`src/rtl/dc_fu_dma_pkg.sv`:
```
// Shared definitions for the fetching-unit DMA line scheduler.
//   - scheduler state encoding
//   - AXI rresp codes
//   - default burst geometry and the beat/byte sizes derived from it
package dc_fu_dma_pkg;

  localparam int MAX_BURST_LEN_DEF   = 4;  // log2 beats per full burst
  localparam int WORD_BYTES_LOG2_DEF = 3;  // log2 bytes per AXI beat

  localparam int BURST_BEATS = 1 << MAX_BURST_LEN_DEF;
  localparam int BURST_BYTES = BURST_BEATS << WORD_BYTES_LOG2_DEF;

  typedef enum logic [2:0] {
    ST_IDLE       = 3'd0,
    ST_WAIT_SPACE = 3'd1,
    ST_START      = 3'd2,
    ST_RUN        = 3'd3,
    ST_LINE_END   = 3'd4
  } state_e;

  localparam logic [1:0] RRESP_OKAY   = 2'd0;
  localparam logic [1:0] RRESP_EXOKAY = 2'd1;
  localparam logic [1:0] RRESP_SLVERR = 2'd2;
  localparam logic [1:0] RRESP_DECERR = 2'd3;

endpackage

```
`src/rtl/dc_fu_dma_line_scheduler_if.sv`:
```
// Handshake between the line scheduler and the DMA handshake manager.
//   start_fetch  : scheduler -> manager, one-cycle line start pulse
//   trans_count  : scheduler -> manager, bursts remaining in the line
//   axi_araddr   : scheduler -> manager, current burst address
//   axi_arlen    : scheduler -> manager, current burst beats minus one
//   next_addr    : manager -> scheduler, current burst address accepted
//   error_flag   : manager -> scheduler, AXI rresp
interface dc_fu_dma_line_scheduler_if #(
  parameter int ADDR_WIDTH = 32,
  parameter int TC_WIDTH   = 12
);
  logic                  start_fetch;
  logic [TC_WIDTH-1:0]   trans_count;
  logic [ADDR_WIDTH-1:0] axi_araddr;
  logic [7:0]            axi_arlen;
  logic                  next_addr;
  logic [1:0]            error_flag;

  modport master (
    output start_fetch, trans_count, axi_araddr, axi_arlen,
    input  next_addr, error_flag
  );

  modport slave (
    input  start_fetch, trans_count, axi_araddr, axi_arlen,
    output next_addr, error_flag
  );
endinterface

```
`src/rtl/dc_fu_dma_burst_calc.sv`:
```
// Burst geometry of one line: registered ceiling divide of the line word
// count by the burst size, and the beats-minus-one of the final burst.
//   clk, rst        : clock, asynchronous active-high reset
//   en              : clock enable
//   i_load          : capture i_words (frame accepted)
//   i_words         : beats per line
//   o_bursts        : ceil(i_words / 2^MAX_BURST_LEN)
//   o_last_len_m1   : beats-1 of the final burst (full burst if remainder 0)
// A line word count above (2^TC_W - 1) * 2^MAX_BURST_LEN wraps o_bursts.
module dc_fu_dma_burst_calc
  import dc_fu_dma_pkg::*;
#(
  parameter int FETCH_WORD_COUNT_WIDTH = 16,
  parameter int MAX_BURST_LEN          = MAX_BURST_LEN_DEF
) (
  input  logic                                            clk,
  input  logic                                            rst,
  input  logic                                            en,
  input  logic                                            i_load,
  input  logic [FETCH_WORD_COUNT_WIDTH-1:0]               i_words,
  output logic [FETCH_WORD_COUNT_WIDTH-MAX_BURST_LEN-1:0] o_bursts,
  output logic [7:0]                                      o_last_len_m1
);
  localparam int TC_W = FETCH_WORD_COUNT_WIDTH - MAX_BURST_LEN;
  localparam logic [7:0] FULL_LEN_M1 = 8'((1 << MAX_BURST_LEN) - 1);

  logic [TC_W-1:0]          w_full;
  logic [MAX_BURST_LEN-1:0] w_rem;
  logic [TC_W-1:0]          r_bursts;
  logic [7:0]               r_last_len_m1;

  assign w_full = i_words[FETCH_WORD_COUNT_WIDTH-1:MAX_BURST_LEN];
  assign w_rem  = i_words[MAX_BURST_LEN-1:0];

  always_ff @(posedge clk or posedge rst) begin
    if (rst) begin
      r_bursts      <= '0;
      r_last_len_m1 <= '0;
    end else if (en && i_load) begin
      // a partial final burst adds one to the full-burst count
      r_bursts      <= w_full + TC_W'(|w_rem);
      r_last_len_m1 <= (w_rem == '0) ? FULL_LEN_M1 : 8'(w_rem) - 8'd1;
    end
  end

  assign o_bursts      = r_bursts;
  assign o_last_len_m1 = r_last_len_m1;
endmodule

```
`src/rtl/dc_fu_dma_line_scheduler.sv`:
```
// Frame/line scheduler of the fetching-unit DMA. On frame_start it walks
// the configured frame buffer line by line, waits for FIFO room per line,
// pulses start_fetch and presents the address/length of every burst the
// handshake manager accepts. Collects rresp errors and frame overruns.
//   clk, rst         : clock, asynchronous active-high reset
//   en               : clock enable, low freezes everything
//   frame_start      : begin frame (ignored and flagged while busy)
//   cfg_*            : frame geometry, latched on frame acceptance
//   fifo_space       : free words in downstream line FIFO
//   hs               : handshake manager interface (master side)
//   busy             : frame in progress, through the frame_done cycle
//   frame_done       : one-cycle pulse after the last line is issued
//   err_sticky       : OR of rresp seen while busy
//   overrun          : frame_start arrived while busy
module dc_fu_dma_line_scheduler
  import dc_fu_dma_pkg::*;
#(
  parameter int ADDR_WIDTH             = 32,
  parameter int FETCH_WORD_COUNT_WIDTH = 16,
  parameter int MAX_BURST_LEN          = MAX_BURST_LEN_DEF,
  parameter int WORD_BYTES_LOG2        = WORD_BYTES_LOG2_DEF,
  parameter int LINE_COUNT_WIDTH       = 12
) (
  input  logic                              clk,
  input  logic                              rst,
  input  logic                              en,
  input  logic                              frame_start,
  input  logic [ADDR_WIDTH-1:0]             cfg_base_addr,
  input  logic [ADDR_WIDTH-1:0]             cfg_line_stride,
  input  logic [FETCH_WORD_COUNT_WIDTH-1:0] cfg_line_words,
  input  logic [LINE_COUNT_WIDTH-1:0]       cfg_line_count,
  input  logic [FETCH_WORD_COUNT_WIDTH-1:0] fifo_space,
  dc_fu_dma_line_scheduler_if.master        hs,
  output logic                              busy,
  output logic                              frame_done,
  output logic [1:0]                        err_sticky,
  output logic                              overrun
);
  localparam int TC_W = FETCH_WORD_COUNT_WIDTH - MAX_BURST_LEN;
  localparam logic [ADDR_WIDTH-1:0] BURST_STEP =
    ADDR_WIDTH'(1 << (MAX_BURST_LEN + WORD_BYTES_LOG2));
  localparam logic [7:0] FULL_LEN_M1 = 8'((1 << MAX_BURST_LEN) - 1);

  localparam logic [2:0] S_IDLE       = ST_IDLE;
  localparam logic [2:0] S_WAIT_SPACE = ST_WAIT_SPACE;
  localparam logic [2:0] S_START      = ST_START;
  localparam logic [2:0] S_RUN        = ST_RUN;
  localparam logic [2:0] S_LINE_END   = ST_LINE_END;

  logic [2:0]                        r_state;
  logic [FETCH_WORD_COUNT_WIDTH-1:0] r_words;
  logic [LINE_COUNT_WIDTH-1:0]       r_line_count;
  logic [LINE_COUNT_WIDTH-1:0]       r_line_idx;
  logic [ADDR_WIDTH-1:0]             r_stride;
  logic [ADDR_WIDTH-1:0]             r_line_addr;
  logic                              r_start_fetch;
  logic [TC_W-1:0]                   r_trans_count;
  logic [ADDR_WIDTH-1:0]             r_araddr;
  logic [7:0]                        r_arlen;
  logic                              r_busy;
  logic                              r_frame_done;
  logic                              r_done_pend;
  logic [1:0]                        r_err;
  logic                              r_overrun;

  logic                              w_accept;
  logic [TC_W-1:0]                   w_bursts;
  logic [7:0]                        w_last_m1;
  logic [TC_W-1:0]                   w_tc_dec;
  logic [LINE_COUNT_WIDTH-1:0]       w_idx_inc;

  // busy also covers the frame_done cycle, so a frame can only be accepted
  // once the previous one is fully retired
  assign w_accept  = (r_state == S_IDLE) && !r_busy && frame_start;
  assign w_tc_dec  = r_trans_count - TC_W'(1);
  assign w_idx_inc = r_line_idx + LINE_COUNT_WIDTH'(1);

  dc_fu_dma_burst_calc #(
    .FETCH_WORD_COUNT_WIDTH(FETCH_WORD_COUNT_WIDTH),
    .MAX_BURST_LEN         (MAX_BURST_LEN)
  ) u_burst_calc (
    .clk          (clk),
    .rst          (rst),
    .en           (en),
    .i_load       (w_accept),
    .i_words      (cfg_line_words),
    .o_bursts     (w_bursts),
    .o_last_len_m1(w_last_m1)
  );

  always_ff @(posedge clk or posedge rst) begin
    if (rst) begin
      r_state       <= S_IDLE;
      r_words       <= '0;
      r_line_count  <= '0;
      r_line_idx    <= '0;
      r_stride      <= '0;
      r_line_addr   <= '0;
      r_start_fetch <= 1'b0;
      r_trans_count <= '0;
      r_araddr      <= '0;
      r_arlen       <= '0;
      r_busy        <= 1'b0;
      r_frame_done  <= 1'b0;
      r_done_pend   <= 1'b0;
      r_err         <= '0;
      r_overrun     <= 1'b0;
    end else if (en) begin
      if (r_busy) begin
        r_err <= r_err | hs.error_flag;
      end
      if (frame_start && r_busy) begin
        r_overrun <= 1'b1;
      end

      case (r_state)
        S_IDLE: begin
          if (r_frame_done) begin
            r_frame_done <= 1'b0;
            r_busy       <= 1'b0;
          end else if (r_done_pend) begin
            // empty frame: retire one cycle after acceptance
            r_frame_done <= 1'b1;
            r_done_pend  <= 1'b0;
          end else if (w_accept) begin
            r_words      <= cfg_line_words;
            r_line_count <= cfg_line_count;
            r_stride     <= cfg_line_stride;
            r_line_addr  <= cfg_base_addr;
            r_line_idx   <= '0;
            r_err        <= '0;
            r_overrun    <= 1'b0;
            r_busy       <= 1'b1;
            if (cfg_line_words == '0 || cfg_line_count == '0) begin
              r_done_pend <= 1'b1;
            end else begin
              r_state <= S_WAIT_SPACE;
            end
          end
        end

        S_WAIT_SPACE: begin
          if (fifo_space >= r_words) begin
            r_start_fetch <= 1'b1;
            r_trans_count <= w_bursts;
            r_araddr      <= r_line_addr;
            r_arlen       <= (w_bursts == TC_W'(1)) ? w_last_m1 : FULL_LEN_M1;
            r_state       <= S_START;
          end
        end

        S_START: begin
          r_start_fetch <= 1'b0;
          r_state       <= S_RUN;
        end

        S_RUN: begin
          if (hs.next_addr) begin
            r_trans_count <= w_tc_dec;
            r_araddr      <= r_araddr + BURST_STEP;
            // only the final burst may be short
            r_arlen       <= (w_tc_dec == TC_W'(1)) ? w_last_m1 : FULL_LEN_M1;
            if (w_tc_dec == '0) begin
              r_state <= S_LINE_END;
            end
          end
        end

        S_LINE_END: begin
          r_line_idx <= w_idx_inc;
          if (w_idx_inc == r_line_count) begin
            r_frame_done <= 1'b1;
            r_state      <= S_IDLE;
          end else begin
            r_line_addr <= r_line_addr + r_stride;
            r_state     <= S_WAIT_SPACE;
          end
        end

        default: r_state <= S_IDLE;
      endcase
    end
  end

  assign hs.start_fetch = r_start_fetch;
  assign hs.trans_count = r_trans_count;
  assign hs.axi_araddr  = r_araddr;
  assign hs.axi_arlen   = r_arlen;
  assign busy           = r_busy;
  assign frame_done     = r_frame_done;
  assign err_sticky     = r_err;
  assign overrun        = r_overrun;
endmodule

```
`src/flat_wrapper.sv`:
```
// flat-port wrapper written by rule: the top's interface ports become plain ports
module dc_fu_dma_line_scheduler_flat import dc_fu_dma_pkg::*;
#(
  parameter int ADDR_WIDTH             = 32,
  parameter int FETCH_WORD_COUNT_WIDTH = 16,
  parameter int MAX_BURST_LEN          = MAX_BURST_LEN_DEF,
  parameter int WORD_BYTES_LOG2        = WORD_BYTES_LOG2_DEF,
  parameter int LINE_COUNT_WIDTH       = 12
)
  (clk, rst, en, frame_start, cfg_base_addr, cfg_line_stride, cfg_line_words, cfg_line_count, fifo_space, busy, frame_done, err_sticky, overrun, hs_start_fetch, hs_trans_count, hs_axi_araddr, hs_axi_arlen, hs_next_addr, hs_error_flag);
  dc_fu_dma_line_scheduler_if #(.ADDR_WIDTH(ADDR_WIDTH), .TC_WIDTH(((16) - MAX_BURST_LEN_DEF))) hs_i ();
  input  logic clk;
  input  logic rst;
  input  logic en;
  input  logic frame_start;
  input  logic [ADDR_WIDTH-1:0] cfg_base_addr;
  input  logic [ADDR_WIDTH-1:0] cfg_line_stride;
  input  logic [FETCH_WORD_COUNT_WIDTH-1:0] cfg_line_words;
  input  logic [LINE_COUNT_WIDTH-1:0] cfg_line_count;
  input  logic [FETCH_WORD_COUNT_WIDTH-1:0] fifo_space;
  output logic busy;
  output logic frame_done;
  output logic [1:0] err_sticky;
  output logic overrun;
  output wire logic [$bits(hs_i.start_fetch)-1:0] hs_start_fetch;
  output wire logic [$bits(hs_i.trans_count)-1:0] hs_trans_count;
  output wire logic [$bits(hs_i.axi_araddr)-1:0] hs_axi_araddr;
  output wire logic [$bits(hs_i.axi_arlen)-1:0] hs_axi_arlen;
  input wire logic [$bits(hs_i.next_addr)-1:0] hs_next_addr;
  input wire logic [$bits(hs_i.error_flag)-1:0] hs_error_flag;
  assign hs_start_fetch = hs_i.start_fetch;
  assign hs_trans_count = hs_i.trans_count;
  assign hs_axi_araddr = hs_i.axi_araddr;
  assign hs_axi_arlen = hs_i.axi_arlen;
  assign hs_i.next_addr = hs_next_addr;
  assign hs_i.error_flag = hs_error_flag;
  dc_fu_dma_line_scheduler #(.ADDR_WIDTH(ADDR_WIDTH), .FETCH_WORD_COUNT_WIDTH(FETCH_WORD_COUNT_WIDTH), .MAX_BURST_LEN(MAX_BURST_LEN), .WORD_BYTES_LOG2(WORD_BYTES_LOG2), .LINE_COUNT_WIDTH(LINE_COUNT_WIDTH)) u_core (.clk(clk), .rst(rst), .en(en), .frame_start(frame_start), .cfg_base_addr(cfg_base_addr), .cfg_line_stride(cfg_line_stride), .cfg_line_words(cfg_line_words), .cfg_line_count(cfg_line_count), .fifo_space(fifo_space), .hs(hs_i), .busy(busy), .frame_done(frame_done), .err_sticky(err_sticky), .overrun(overrun));
endmodule
```
`config.mk`:
```
export PLATFORM = sky130hd
export DESIGN_NAME = dc_fu_dma_line_scheduler_flat
export DESIGN_NICKNAME = d
export VERILOG_FILES = /design/src/rtl/dc_fu_dma_pkg.sv /design/src/rtl/dc_fu_dma_line_scheduler_if.sv /design/src/rtl/dc_fu_dma_burst_calc.sv /design/src/rtl/dc_fu_dma_line_scheduler.sv /design/src/flat_wrapper.sv
export SDC_FILE = /design/constraint.sdc
export NUM_CORES = 1
export LEC_CHECK = 0
export CAP_MARGIN = 20
export CORE_ASPECT_RATIO = 0.7
export CORE_MARGIN = 5
export CORE_UTILIZATION = 59
export CTS_CLUSTER_DIAMETER = 80
export DETAILED_ROUTE_END_ITERATION = 12
export HOLD_SLACK_MARGIN = 0.05
export PLACE_DENSITY = 0.87
export SLEW_MARGIN = 20
export SYNTH_ARGS = -nofsm -noshare
export SYNTH_HDL_FRONTEND = slang
export SYNTH_SLANG_ARGS = --single-unit
```
`constraint.sdc`:
```
create_clock -name clk -period 17.8 [get_ports clk]
set_input_delay 3.56 -clock clk [delete_from_list [all_inputs] [get_ports clk]]
set_output_delay 3.56 -clock clk [all_outputs]
set_load 0.02 [all_outputs]
```
==> results of run 1 <==
-- synth_stat cells (all sizes together), types with 17 or more instances --
cell | number | share of area (%)
a21o | 20 | 1.4
inv | 50 | 1.7
o21ai | 102 | 4.7
xnor2 | 30 | 2.4
nand2 | 254 | 8.7
nor4 | 17 | 1.0
dfrtp | 180 | 41
nand3 | 39 | 1.8
buf | 17 | 1.0
a21oi | 113 | 5.2
clkbuf | 51 | 2.0
ha | 55 | 6.3
nor3 | 27 | 1.3
xor2 | 20 | 1.6
nor2 | 96 | 3.4
a31oi | 26 | 1.5
-- layout by cell type, fill, tap and decap left out, drive strengths merged, types with 8 or more instances in the layout --
master | Yosys | final
nor2 | 96 | 96
a2bb2oi | 14 | 14
buf | 17 | 10
nand4 | 15 | 15
xor2 | 20 | 20
ha | 55 | 55
and3 | 14 | 14
nand2 | 254 | 254
nor3 | 27 | 27
clkbuf | 51 | 17
a21o | 20 | 20
a22oi | 8 | 8
nand3 | 39 | 39
a22o | 8 | 8
clkdlybuf4s50 | 0 | 172
xnor2 | 30 | 30
dfrtp | 180 | 180
a21oi | 113 | 113
o21ai | 102 | 102
or3 | 10 | 10
inv | 50 | 60
nor4 | 17 | 17
a31oi | 26 | 26
mux2 | 13 | 13
o22ai | 13 | 13
-- flip-flops by register name (all words and copies together), names as in the netlist --
register and cells:
u_core.r_state 3, u_core.hs.axi_araddr 32, u_core.r_line_count 12, u_core.err_sticky 2, u_core.r_line_addr 32, u_core.frame_done 1
u_core.hs.trans_count 12, u_core.busy 1, u_core.r_line_idx 12, u_core.hs.axi_arlen 5, u_core.hs.start_fetch 1, u_core.overrun 1
u_core.u_burst_calc.o_bursts 12, u_core.u_burst_calc.o_last_len_m1 5, u_core.r_stride 32, u_core.r_words 16, u_core.r_done_pend 1
-- logic make-up after synthesis --
kind of cell	after synthesis	synth area share, %
AOI/OAI and AO/OA	368	20.8
xor gates and xnor gates	50	4.00
and+or+nand+nor	510	21.1
buffers and inverters	118	4.68
muxes	18	1.79
DFF	180	41.1
adders and majority gates	56	6.46
-- stage by stage --
stage               utilization [%]  power (mW)  cells  worst slack [ns]
global placement               70.3        2.06   1650             10.29
floorplan                         -        1.71   1300              9.35
detailed placement             70.3        2.11   1650             10.15
finish                         73.6        2.53   1682             10.62
CTS                            73.6        2.51   1682             10.62
global route                   73.6        2.72   1682             10.37
-- report_power, final --
group	leakage [nW]	internal [mW]	total, mW	switching, mW
combinational	3.45	0.578	1.33	0.752
sequential	2.15	0.596	0.821	0.225
clock	0.287	0.200	0.382	0.183
-- tightest hold or removal path: cells and delay by family (launching register included) --
kind,cells,cell delay (ns)
flip-flops,1,0.35
AND/OR/NAND/NOR,2,0.11
-- worst min-delay path by stage --
stage	cells after the start	end	slack, ns
after floorplan	2	u_core.r_stride[0]	0.45
after global placement	2	u_core.r_stride[3]	0.47
after detailed placement	2	u_core.r_stride[8]	0.47
after CTS	2	u_core.r_stride[8]	0.49
after global routing	2	u_core.r_stride[0]	0.51
final	2	u_core.r_stride[2]	0.49
-- per-layer routing --
layer	wire length (um)	GRT usage [%]	share of wire, %
met2	14000	45.2	44
met1	13800	42.0	44
met3	3280	8.16	10
met5	13	0	0.041
met4	588	6.82	1.9
-- final cells by class --
type	instances	area, sq um	share of cell area (%)
timing repair buffer	182	1800	13.5
tap	236	295	2.22
inverter	50	193	1.45
clock buffer	17	425	3.19
sequential	180	4500	33.8
clock inverter	15	160	1.20
multi-input combinational	1002	5950	44.6
==> results.yml, run 1 <==
setup_path:
  setup.worst_path.start_class: "input pin"
  crit_path_max_fanout: 79
  startpoint: "en"
  arrival_ns: 7.51
  r2r-end: "u_core.hs.axi_araddr[1]"
  cp_slowest_stage_delay_ns: 0.79
  reg2reg_slack_ns: 13.81
  worstSetupPathType: "in -> reg"
  cpMaxStageDelayCell: "a211oi_2"
  end_kind: "flop"
  cp_top_family: "simple AND/OR/NAND/NOR gates"
  path_cells: "clkdlybuf4s50_1 > or3b_1 > nor2_4 > nand3b_4 > nor3_4 > buf_4 > nand3_1 > a211oi_2 > mux2_2"
  reg2reg_from: "u_core.r_state[0]"
  worst_ep_required_time_ns: 18.13
  setup.worst_path.end: "u_core.hs.axi_araddr[1]"
  ff2ff_path_depth: 8
  critPathBufInv: 2
  cp.depth: 9
clock_network:
  clock-sinks: 180
  clockBufferDepth: 2
  worstSkewPairLatency_ns: 0.45
  clkTransAtPathRegs_ns: 0.07
  numCtsBuffers: 17
  post_cts_buffers: 0
  cts_root_buf: "clkbuf_16"
  postCtsHoldBufs: 0
  tritoncts: "yes"
  cts_resized: 0
  htree_levels: 4
sta:
  slew_violations: 0
  relSlewSlack_pct: 40.7
  post-route-min-period_ns: 7.18
  finalHoldViolations: 0
  setup-violations-final: 0
  whs_ns: 0.490
  setup_tns_ns: 0
  max_freq_ghz: 0.139
  rsz0062_at_grt: "false"
  fin_skew_ns: 0.0125
  tightestPinTransition_ns: 0.889
  finalCritPeriodShare_pct: 40.3
detailed_routing:
  dr.pass1.iters: 5
  routedWlPerCell_um: 18.8
  final_antenna_net_count: 0
  vias: 10300
  viasPerCell: 6.13
  drt-total-wl_mm: 31.6
  drc: 0
  drt_iter0_drc: 1392
global_routing:
  grt_max_degree: 98
  gr-total-overflow: 0
  antenna_found_initial: 1
  first_global_vias: 9881
  grt_usage_pct: 29.4
  grt_pass1_wl_mm: 51.3
synthesis:
  synthArstFlopShare_pct: 100
  synth_fp_nets: 1471
  syn_inst: 1300
  ys_seq_elements: 180
  postSynthAreaPerCell_sq_um: 8.43
  synthDistinctLibCells: 76
  syn-cell-area_sq_mm: 0.0110
  synth-edff-count: 0
  synth_ff_type: "dfrtp_1"
  yosysSeqAreaShare_pct: 41.1
  yosysWarnings: 0
die:
  std_cell_rows: 41
  start_util_pct: 60.5
  die_area_sq_mm: 0.0214
  coreArea_sq_mm: 0.0181
  fp.dieW_um: 173
  die_h_um: 124
  io_pins: 173
pwr:
  peakVddDrop_mv: 0.0966
  p_leak_nw: 5.88
  powerDensity_mw_per_mm2: 190
placed_design:
  dpl-instance-area_sq_mm: 0.0127
  gp_congestion: 1.01
  hpwl_mm: 22.0
  numPortBuffers: 172
final_layout:
  num_antenna_cells: 0
  area_delta_synth_final_pct: 21.6
  nets: 1604
  drive_gt1_share_pct: 5.39
  fillCellCount: 1322
  final_area_sq_mm: 0.0133
job:
  maxCapViolations: 0
hold_path:
  hold_path_class: "reg -> reg"
  holdCritStartpoint: "u_core.r_stride[2]"
outcome:
  status: "finished, final reports clean"
No activity file was read; power rests on OpenSTA's default activity.
==> run 2, diff against run 1 <==
--- a/config.mk
+++ b/config.mk
@@ -8,11 +8,11 @@
 export CAP_MARGIN = 20
 export CORE_ASPECT_RATIO = 0.7
 export CORE_MARGIN = 5
-export CORE_UTILIZATION = 59
+export CORE_UTILIZATION = 55
 export CTS_CLUSTER_DIAMETER = 80
 export DETAILED_ROUTE_END_ITERATION = 12
 export HOLD_SLACK_MARGIN = 0.05
-export PLACE_DENSITY = 0.87
+export PLACE_DENSITY = 0.82
 export SLEW_MARGIN = 20
 export SYNTH_ARGS = -nofsm -noshare
 export SYNTH_HDL_FRONTEND = slang
==> constraint.sdc (replaced) <==
create_clock -name clk -period 7.45 [get_ports clk]
set_input_delay 1.49 -clock clk [delete_from_list [all_inputs] [get_ports clk]]
set_output_delay 1.49 -clock clk [all_outputs]
set_load 0.02 [all_outputs]
==> run 2 against run 1 <==
- first-iteration DRC count is 18% lower
- worst hold slack worse by 0.0058 ns
- combinational power rose by 140%
- sequential share of layout area is 0.076 points lower
- non-clock buffer count stayed put
- cell area grew 0.23%
- via count fell by 0.47%
- cell count grew 1.9%
- sequential power increased by 140%
- die area rose by 6.8%
==> results.yml, run 2 (synthesis gave the netlist of run 1 again) <==
clock_network:
  numCtsBuffers: 17
  postCtsHoldBufs: 0
  clock-sinks: 180
  clkTransAtPathRegs_ns: 0.07
  clockBufferDepth: 2
  tritoncts: "yes"
  cts_root_buf: "clkbuf_16"
  htree_levels: 4
  cts_resized: 0
  post_cts_buffers: 0
  worstSkewPairLatency_ns: 0.44
pwr:
  p_switching_mw: 2.74
  switching_share_pct: 45.3
  powerDensity_mw_per_mm2: 453
  p_leak_nw: 5.86
  p_clk_share_pct: 14.8
  p_int_mw: 3.31
  peakVddDrop_mv: 0.254
  pwr-share-comb_pct: 52.5
  power_mw: 6.05
  p_seq_share_pct: 32.7
sta:
  max_freq_ghz: 0.206
  finalCritPeriodShare_pct: 65.2
  post-route-min-period_ns: 4.85
  rsz0062_at_grt: "false"
  slew_violations: 0
  setup_tns_ns: 0
  tightestPinTransition_ns: 0.902
  finalHoldViolations: 0
  relSlewSlack_pct: 39.9
  whs_ns: 0.484
  worst_slack_ns: 2.60
  setup-violations-final: 0
  fin_skew_ns: 0.0123
placed_design:
  dp_worst_setup_slack_ns: 2.18
  dpl-instance-area_sq_mm: 0.0128
  gp_congestion: 0.972
  numPortBuffers: 172
  dp_cells: 1684
  hpwl_mm: 22.7
final_layout:
  nets: 1604
  drive_gt1_share_pct: 5.19
  fillCellCount: 1596
  num_antenna_cells: 0
  fin_cells: 1714
  final_area_sq_mm: 0.0134
  final_cell_mix: "nand2_1 (254), dfrtp_1 (180), clkdlybuf4s50_1 (172)"
  final_common_cell: "nand2_1"
  finish.utilization_pct: 67.8
  area_delta_synth_final_pct: 21.9
outcome:
  status: "finished, final reports clean"
die:
  fp.dieW_um: 179
  io_pins: 173
  die_h_um: 128
  std_cell_rows: 43
  coreArea_sq_mm: 0.0197
  die_area_sq_mm: 0.0229
  start_util_pct: 55.6
setup_path:
  worst_ep_required_time_ns: 7.76
  reg2reg_slack_ns: 3.61
  arrival_ns: 5.16
  worstSetupPathType: "in -> reg"
  crit_path_max_fanout: 38
  setup.worst_path.start_class: "input pin"
  end_kind: "flop"
detailed_routing:
  routedWlPerCell_um: 18.3
  viasPerCell: 5.98
  dr.pass1.iters: 5
  drt_iter0_drc: 1143
  vias: 10300
  drt-total-wl_mm: 31.4
  final_antenna_net_count: 0
  drc: 0
global_routing:
  grt_usage_pct: 27.3
  grt_pass1_wl_mm: 50.0
  antenna_found_initial: 0
  grt_max_degree: 79
  use_met1_pct: 41.0
  top_usage_layer: "met1"
  grtUsageMet3_pct: 6.46
  first_global_vias: 9641
  gr-total-overflow: 0
  grt_util_met2_pct: 39.9
hold_path:
  hold_path_class: "reg -> reg"
job:
  maxCapViolations: 0
run 2: cell types whose count changed in the layout (fill, tap and decap cells not counted), sizes merged:
cell	previous run	this run
clkinv	3	4
bufinv	1	2
clkinvlp	1	4
clkbuf	17	19
inv	60	51
run 2: worst max-delay path, stage by stage:
cell and delay [ns]:
clkdlybuf4s50_1 0.64, or3b_1 0.45, nor2_4 0.18, nand3b_4 0.31
or3_1 0.45, a21boi_2 0.34, o21a_2 0.52, buf_4 0.46
nand2_1 0.11, o311ai_1 0.11, a211oi_1 0.08
run 2: layout make-up:
cell class	instances	area, sq um	area share [%]
Timing Repair Buffer	182	1800	13.5
Inverter	50	193	1.44
Tap cell	270	338	2.53
Sequential cell	180	4500	33.7
Clock inverter	11	130	0.974
Multi-Input combinational cell	1002	5950	44.6
Clock buffer	19	443	3.32
run 2: power by group through the flow:
stage | clock network [mW] | registers, mW | logic, mW
final | 0.895 | 1.98 | 3.18
after global routing | 0.942 | 2.02 | 3.52
after CTS | 0.904 | 1.95 | 3.14
after detailed placement | 0 | 1.96 | 3.12
after global placement | 0 | 1.95 | 2.99
after floorplan | 0 | 1.89 | 2.19
run 2: per-layer routing:
layer / up-vias / share of wire (%)
li1: 4867 / -
met1: 4898 / 45
met2: 455 / 44
met3: 38 / 9.9
met4: 0 / 1.5
met5: - / 0
run 2: final timing paths:
kind,startpoint,end,cells after the start
max,en,u_core.r_line_addr[31],11
min,u_core.r_stride[5],u_core.r_stride[5],2
max reg2reg,u_core.hs.trans_count[0],u_core.r_state[0],10
min reg2reg,u_core.r_stride[5],u_core.r_stride[5],2
max in group asynchronous,rst,u_core.r_line_addr[1],3
min in group asynchronous,rst,u_core.overrun,2
==> run 3, diff against run 2 <==
--- a/config.mk
+++ b/config.mk
@@ -8,11 +8,11 @@
 export CAP_MARGIN = 20
 export CORE_ASPECT_RATIO = 0.7
 export CORE_MARGIN = 5
-export CORE_UTILIZATION = 55
+export CORE_UTILIZATION = 50
 export CTS_CLUSTER_DIAMETER = 80
 export DETAILED_ROUTE_END_ITERATION = 12
 export HOLD_SLACK_MARGIN = 0.05
-export PLACE_DENSITY = 0.82
+export PLACE_DENSITY = 0.78
 export SLEW_MARGIN = 20
 export SYNTH_ARGS = -nofsm -noshare
 export SYNTH_HDL_FRONTEND = slang
==> constraint.sdc (replaced) <==
create_clock -name clk -period 4.05 [get_ports clk]
set_input_delay 0.81 -clock clk [delete_from_list [all_inputs] [get_ports clk]]
set_output_delay 0.81 -clock clk [all_outputs]
set_load 0.02 [all_outputs]
==> run 3 against run 2 <==
- non-clock buffer count grew 13
- clock skew is 0.0020 ns lower
- sequential share of layout area is 0.46 points lower
- routed wire length is 2.4% higher
- count of clock-buffer cells in the layout grew 1
- via count is 0.55% lower
- cell count is 1.6% higher
- worst hold slack gained 0.0047 ns
- critical endpoint is now u_core.r_state[0]
- largest cell class unchanged
==> results.yml, run 3 (synthesis gave the netlist of run 1 again) <==
outcome:
  status: "finished, final reports clean"
setup_path:
  crit_path_max_fanout: 6
  critPathBufInv: 1
  arrival_ns: 3.99
  cpMaxStageDelayCell: "or4_1"
  setup.worst_path.start_class: "flop"
  worstSetupPathType: "reg -> reg"
  path_cells: "inv_1 > ha_1 > or3b_4 > or4_1 > xnor2_1 > or3_1 > a221oi_2 > nand3_2 > a221oi_4 > mux2_2"
  cp_top_family: "simple AND/OR/NAND/NOR gates"
  end_kind: "flop"
  worst_ep_required_time_ns: 4.36
  cp_slowest_stage_delay_ns: 0.54
detailed_routing:
  drt-total-wl_mm: 32.2
  drt_iter0_drc: 1039
  vias: 10200
  drc: 0
  final_antenna_net_count: 0
  viasPerCell: 5.86
  dr.pass1.iters: 5
  routedWlPerCell_um: 18.5
sta:
  slew_violations: 0
  post-route-min-period_ns: 3.67
  fin_skew_ns: 0.0104
  max_freq_ghz: 0.272
  finalHoldViolations: 0
  finalCritPeriodShare_pct: 90.7
  worst_slack_ns: 0.375
  tightestPinTransition_ns: 1.14
  setup-violations-final: 0
  setup_tns_ns: 0
  rsz0062_at_grt: "false"
  relSlewSlack_pct: 23.8
clock_network:
  numCtsBuffers: 17
  clock-sinks: 180
  post_cts_buffers: 0
  worstSkewPairLatency_ns: 0.43
  htree_levels: 4
  tritoncts: "yes"
  cts_resized: 0
  clockBufferDepth: 2
  cts_root_buf: "clkbuf_16"
  postCtsHoldBufs: 0
  clkTransAtPathRegs_ns: 0.07
die:
  fp.dieW_um: 187
  io_pins: 173
  std_cell_rows: 45
  die_area_sq_mm: 0.0250
  coreArea_sq_mm: 0.0216
  start_util_pct: 50.7
  die_h_um: 134
pwr:
  p_seq_share_pct: 31.9
  switching_share_pct: 44.7
  p_switching_mw: 5.05
  p_int_mw: 6.24
  pwr-share-comb_pct: 52.7
  peakVddDrop_mv: 0.416
  p_leak_nw: 5.96
  p_clk_share_pct: 15.4
  powerDensity_mw_per_mm2: 834
final_layout:
  finish.utilization_pct: 62.6
  final_common_cell: "nand2_1"
  drive_gt1_share_pct: 6.31
  nets: 1617
  final_cell_mix: "nand2_1 (254), dfrtp_1 (180), clkdlybuf4s50_1 (172)"
  area_delta_synth_final_pct: 23.6
global_routing:
  gr-total-overflow: 0
  antenna_found_initial: 2
  grt_usage_pct: 25.5
  grt_max_degree: 181
  first_global_vias: 9766
  grt_pass1_wl_mm: 51.9
placed_design:
  dp_worst_setup_slack_ns: 0.437
  gp_congestion: 0.905
  numPortBuffers: 172
  hpwl_mm: 23.4
job:
  maxCapViolations: 0
hold_path:
  hold_path_class: "reg -> reg"
-- run 3: worst min-delay path, stage by stage, from the launching register on --
cell and delay [ns]:
dfrtp_1 0.34, nand2_1 0.04, o21ai_0 0.06
-- run 3: final timing paths --
check	cells after the start	slack [ns]	to	from
max reg2reg	10	0.38	u_core.r_state[0]	u_core.hs.trans_count[0]
max in group asynchronous	3	2.23	u_core.u_burst_calc.o_bursts[10]	rst
min	2	0.49	u_core.u_burst_calc.o_last_len_m1[1]	u_core.u_burst_calc.o_last_len_m1[1]
min reg2reg	2	0.49	u_core.u_burst_calc.o_last_len_m1[1]	u_core.u_burst_calc.o_last_len_m1[1]
max	10	0.38	u_core.r_state[0]	u_core.hs.trans_count[0]
min in group asynchronous	3	0.87	u_core.r_line_count[2]	rst
-- run 3: per-stage QoR --
step	std cells	total power, mW	hold slack (ns)	cell area, sq um
6_report	1742	11.3	0.489	13500
5_1_grt	1742	12.1	0.515	13500
3_3_place_gp	1709	9.19	0.466	12900
3_5_place_dp	1709	9.39	0.472	12900
4_1_cts	1741	11.2	0.490	13500
2_1_floorplan	1300	7.52	0.450	11000
-- run 3: metal layers --
| layer | wire [um] | GRT usage, % | share of wire, % |
|---|---|---|---|
| met1 | 15400 | 39.0 | 48 |
| met5 | 0 | 0 | 0 |
| met3 | 2840 | 6.45 | 8.8 |
| met4 | 630 | 6.53 | 2.0 |
| met2 | 13300 | 36.2 | 41 |
-- run 3: power by group through the flow --
stage | Combinational [mW] | Clock (mW) | Sequential, mW
final | 5.95 | 1.74 | 3.60
after detailed placement | 5.83 | 0 | 3.57
after global placement | 5.64 | 0 | 3.55
after global routing | 6.59 | 1.85 | 3.70
after floorplan | 4.03 | 0 | 3.48
after CTS | 5.89 | 1.76 | 3.56
-- run 3: final cells by class --
type / instances / area [sq um]
inverter: 50 / 191
clock inverter: 12 / 150
fill: 1834 / 8080
clock buffer: 20 / 467
tap: 282 / 353
sequential: 180 / 4500
antenna: 1 / 2.50
multi-input combinational: 1002 / 5950
timing repair buffer: 195 / 1920
